<file path="src/rtl/uart_rx.sv">
`default_nettype none
// ============================================================================
// uart_rx : 8N1 serial receiver with valid/ready byte output and error pulses
// Revision: 1.0
// ============================================================================
module uart_rx #(
    parameter int CLK_FRE   = 50,
    parameter int BAUD_RATE = 115200
) (
    input  logic       clk,
    input  logic       rst_n,
    input  logic       rx_pin,
    output logic [7:0] rx_data,
    output logic       rx_data_valid,
    input  logic       rx_data_ready,
    output logic       rx_frame_err,
    output logic       rx_overrun
);

    localparam int          CYCLE    = CLK_FRE * 1000000 / BAUD_RATE;
    localparam logic [15:0] C_LAST   = 16'(CYCLE - 1);
    localparam logic [15:0] C_SAMPLE = 16'(CYCLE / 2 - 1);

    typedef enum logic [2:0] {
        S_IDLE     = 3'd0,
        S_START    = 3'd1,
        S_REC_BYTE = 3'd2,
        S_STOP     = 3'd3,
        S_DATA     = 3'd4
    } state_t;

    logic        s1;
    logic        s2;
    logic        s3;
    logic        fall;
    state_t      state;
    logic [15:0] cycle_cnt;
    logic [2:0]  bit_cnt;
    logic [7:0]  shift_reg;
    logic        stop_bit;
    logic        at_sample;
    logic        at_last;

    // Sync chain resets low so a line held low out of reset never looks like an edge.
    always_ff @(posedge clk or negedge rst_n) begin
        if (!rst_n) begin
            s1 <= 1'b0;
            s2 <= 1'b0;
            s3 <= 1'b0;
        end else begin
            s1 <= rx_pin;
            s2 <= s1;
            s3 <= s2;
        end
    end

    assign fall      = s3 & ~s2;
    assign at_sample = (cycle_cnt == C_SAMPLE);
    assign at_last   = (cycle_cnt == C_LAST);

    always_ff @(posedge clk or negedge rst_n) begin
        if (!rst_n) begin
            state         <= S_IDLE;
            cycle_cnt     <= 16'd0;
            bit_cnt       <= 3'd0;
            shift_reg     <= 8'h00;
            stop_bit      <= 1'b0;
            rx_data       <= 8'h00;
            rx_data_valid <= 1'b0;
            rx_frame_err  <= 1'b0;
            rx_overrun    <= 1'b0;
        end else begin
            rx_frame_err <= 1'b0;
            rx_overrun   <= 1'b0;
            if (rx_data_valid && rx_data_ready) begin
                rx_data_valid <= 1'b0;
            end
            cycle_cnt <= at_last ? 16'd0 : cycle_cnt + 16'd1;

            case (state)
                S_IDLE: begin
                    cycle_cnt <= 16'd0;
                    if (fall) begin
                        state <= S_START;
                    end
                end
                S_START: begin
                    if (at_sample && s2) begin
                        state     <= S_IDLE;
                        cycle_cnt <= 16'd0;
                    end else if (at_last) begin
                        state     <= S_REC_BYTE;
                        bit_cnt   <= 3'd0;
                        cycle_cnt <= 16'd0;
                    end
                end
                S_REC_BYTE: begin
                    if (at_sample) begin
                        shift_reg[bit_cnt] <= s2;
                    end
                    if (at_last) begin
                        if (bit_cnt == 3'd7) begin
                            state     <= S_STOP;
                            cycle_cnt <= 16'd0;
                        end else begin
                            bit_cnt <= bit_cnt + 3'd1;
                        end
                    end
                end
                // Leaving at mid-stop-bit keeps a zero-idle next start edge visible.
                S_STOP: begin
                    if (at_sample) begin
                        stop_bit  <= s2;
                        state     <= S_DATA;
                        cycle_cnt <= 16'd0;
                    end
                end
                S_DATA: begin
                    state     <= S_IDLE;
                    cycle_cnt <= 16'd0;
                    if (!stop_bit) begin
                        rx_frame_err <= 1'b1;
                    end else if (rx_data_valid && !rx_data_ready) begin
                        rx_overrun <= 1'b1;
                    end else begin
                        rx_data       <= shift_reg;
                        rx_data_valid <= 1'b1;
                    end
                end
                default: begin
                    state     <= S_IDLE;
                    cycle_cnt <= 16'd0;
                end
            endcase
        end
    end

endmodule
`default_nettype wire

</file>
<file path="config.mk">
export PLATFORM = sky130hd
export DESIGN_NAME = uart_rx
export DESIGN_NICKNAME = d
export VERILOG_FILES = /design/src/rtl/uart_rx.sv
export SDC_FILE = /design/constraint.sdc
export NUM_CORES = 1
export LEC_CHECK = 0
export BUFFER_PORTS_ARGS = -buffer_cell sky130_fd_sc_hd__buf_4
export CAP_MARGIN = 20
export CORE_ASPECT_RATIO = 0.7
export CORE_UTILIZATION = 52
export DETAILED_ROUTE_END_ITERATION = 8
export PLACE_DENSITY_LB_ADDON = 0.25
export SYNTH_ARGS = -nofsm -noshare
export SYNTH_HDL_FRONTEND = slang
export SYNTH_SLANG_ARGS = --single-unit
export TNS_END_PERCENT = 50
</file>
<file path="constraint.sdc">
create_clock -name clk -period 2.1 [get_ports clk]
set_clock_uncertainty 0.2 [all_clocks]
set_input_delay 0.42 -clock clk [delete_from_list [all_inputs] [get_ports clk]]
set_output_delay 0.42 -clock clk [all_outputs]
set_load 0.005 [all_outputs]
</file>
==> results.md <==
* Largest net degree at the start of global routing at 46
* Worst skew pair latency at 0.29 ns
* Final non-filler cell area at 2680 sq um
* DR iter-0 viols at roughly 130
* First-pass GRT wire length at 7.92 mm
* CP Launch Point: cycle_cnt[11]
* Hold Violations, Final at 0
* Port Buffers at 14
* Vert. Die Dim at around 57 um
* RD Place Congestion at approximately 0.86
* Cell taking the most area after synthesis: dfrtp_1
* Setup Viol. Count Final at 0
* TritonRoute pass-1 iters at 4
* Slew margin rel. at 63.1%
* Initial antenna violation count at 0
* Placed Instance Area at 2530 sq um
* Mean Syn Cell Area at around 11 sq um
* Cells after synthesis at 202
* Share of cells above drive strength 1 at 34.4%
* Pwr per Cell Area at 730 nW/um^2
* Vias in the first global route at 1659
* Main synth FF type: dfrtp_1
* Clock Tree Root: clkbuf_8
* Remaining Overflow, GRT at 0
* Critical Path End Type: register
* Number of synthesized flops with an enable pin at 0
* Outcome: finished clean
* Actual slew at the worst max-slew pin at between 0.5 and 0.6 ns
* Max Root-Sink Buffers at 2
* Residual DRC count at 0
* Max reg flops at 16
* Critical path launch point type: register
* Most common cell in the synthesized netlist: dfrtp_1
* Fin. max-slew vios at 0
* WP data arrival at 2.02 ns
* Reg2reg start: cycle_cnt[11]
* Clk slew on worst S/H paths at approximately 0.08 ns
* FP Rows at 19
* Leakage at between 1 and 1.5 nW
* I/O Pins at 15
* WHS Path Cells at 1
* Min cycle time layout at 2.03 ns
* Placed cell count at ~280
* FMAX at just under 500 MHz
* Area of the die at 4520 sq um
* Post-synthesis sequential area ratio at 51.0%
* Max VDD drop at 0.415 mV
* Max cap viols at 0
* Fin crit share at between 90% and 100%
* Top cells by count, synth: dfrtp_1 (45), nor2_1 (27), mux2_2 (17)
* CP Data Required Time at 2.09 ns
* Ys Warns at 0
* Synthesized area at 2210 sq um
* Antenna diodes at 0
* Worst Setup Path Type: register to register
* Reg2Reg Setup Slack at 0.07 ns
* Core area at 3990 sq um
* Vias per cell at roughly 5.7
* GRT Total Usage at 23.7%
* Count of cell types in the netlist at 36
* Vias at 1663
* Fin nets at 250
* WL final at about 4.7 mm
* Final cell count without fillers at 293
* RSZ-0062 raised after global routing: true
* CTS tree: yes
* H-tree depth at 2
* HP Start: rx_pin
* Syn Nets at 211
* Hpwl dp at around 3.3 mm
* HP Class: input port to register
* Crit path max fanout at 4
* Num CTS Buffers at 5
* Sink Count at 45
* Remaining antenna violation count at 0
* Syn-to-layout area delta at 21.3%
* Die W at roughly 80 um
* Top post-synthesis cells by area: dfrtp_1 (51%), mux2_2 (8.7%), nor2_1 (4.6%), xnor2_1 (4.0%), ha_1 (2.8%)
* Worst reg-to-reg path cell count at 5
* Starting Density at 55.3%
* Top cell type's share of synthesized area at between 50% and 60%
* Async SR Flop Fraction at between 90% and 100%
* #FFs+latches synth at 45
* WL/cell at roughly 16 um
repair_timing:
item                       4_1_cts  5_1_grt
gates cloned                     0        0
buffers inserted                 0        2
hold buffers                     1        0
gates resized for setup          4        5
pin swaps                        0        4
setup endpoints to repair        3       12
hold endpoints to repair        45        0
report_power, final:
group	switching, mW	internal [mW]
Clock	0.271	0.261
Sequential	0.0637	0.935
Combinational	0.236	0.188
Total	0.571	1.38
per-layer routing:
metal,up-vias,share of wire (%),track usage [%],wire length [um]
li1,789,-,-,-
met1,825,47,33.3,2200
met2,41,48,35.8,2250
met3,8,4.4,6.02,209
met4,0,1.3,8.16,60
met5,-,0,0,0
stage by stage:
step | setup WS, ns | utilization (%) | hold slack [ns] | setup TNS [ns] | total power [mW]
2_1_floorplan | 0.00323 | - | -0.0756 | 0 | 1.23
3_3_place_gp | 0.0322 | 63.3 | 0.140 | 0 | 1.39
3_5_place_dp | -0.00993 | 63.3 | 0.148 | -0.0172 | 1.42
4_1_cts | 0.00201 | 66.3 | 0.0192 | 0 | 1.96
5_1_grt | -0.0291 | 67.1 | 0.00737 | -0.0656 | 2.06
6_report | 0.0650 | 67.1 | 0.0276 | 0 | 1.96
cell type report:
class | instances | area, sq um
fill | 312 | 1320
sequential | 45 | 1130
multi-input combinational | 141 | 1060
timing repair buffer | 41 | 310
clock buffer | 7 | 86.3
tap | 52 | 65.1
inverter | 7 | 26.3
logic make-up (layout without fill, tap and decap cells):
kind of cell / count (synthesis) / in the layout / synth area share [%]
AOI/OAI and AO/OA: 6 / 6 / 1.59
xor gates and xnor gates: 14 / 14 / 5.55
adders and majority gates: 5 / 5 / 2.83
buffers and inverters: 16 / 55 / 2.95
DFF: 45 / 45 / 51.0
muxes: 21 / 21 / 10.7
and+or+nand+nor: 95 / 95 / 25.4
final timing paths:
check | end
max in group asynchronous | cycle_cnt[11]
worst max-delay path | bit_cnt[0]
worst min-delay path | s1
worst max register to register | bit_cnt[0]
worst min register to register | s2
min in group asynchronous | shift_reg[6]
critical path, cell delays in order (launching register included):
cell	delay, ns
dfrtp_2	0.44
nor4_4	0.34
buf_4	0.19
nand4_2	0.10
or3_4	0.36
mux2_4	0.30
placed cells by master (no fill, tap or decap), types with 7 or more instances in the layout:
master / count
dfrtp_1: 44
buf_4: 40
nor2_1: 26
mux2_2: 17
nand4_1: 10
nor3_1: 10
xnor2_1: 10
nand2_1: 9
nand3_1: 8
inv_1: 7
Power figures use the tool's default switching activity.
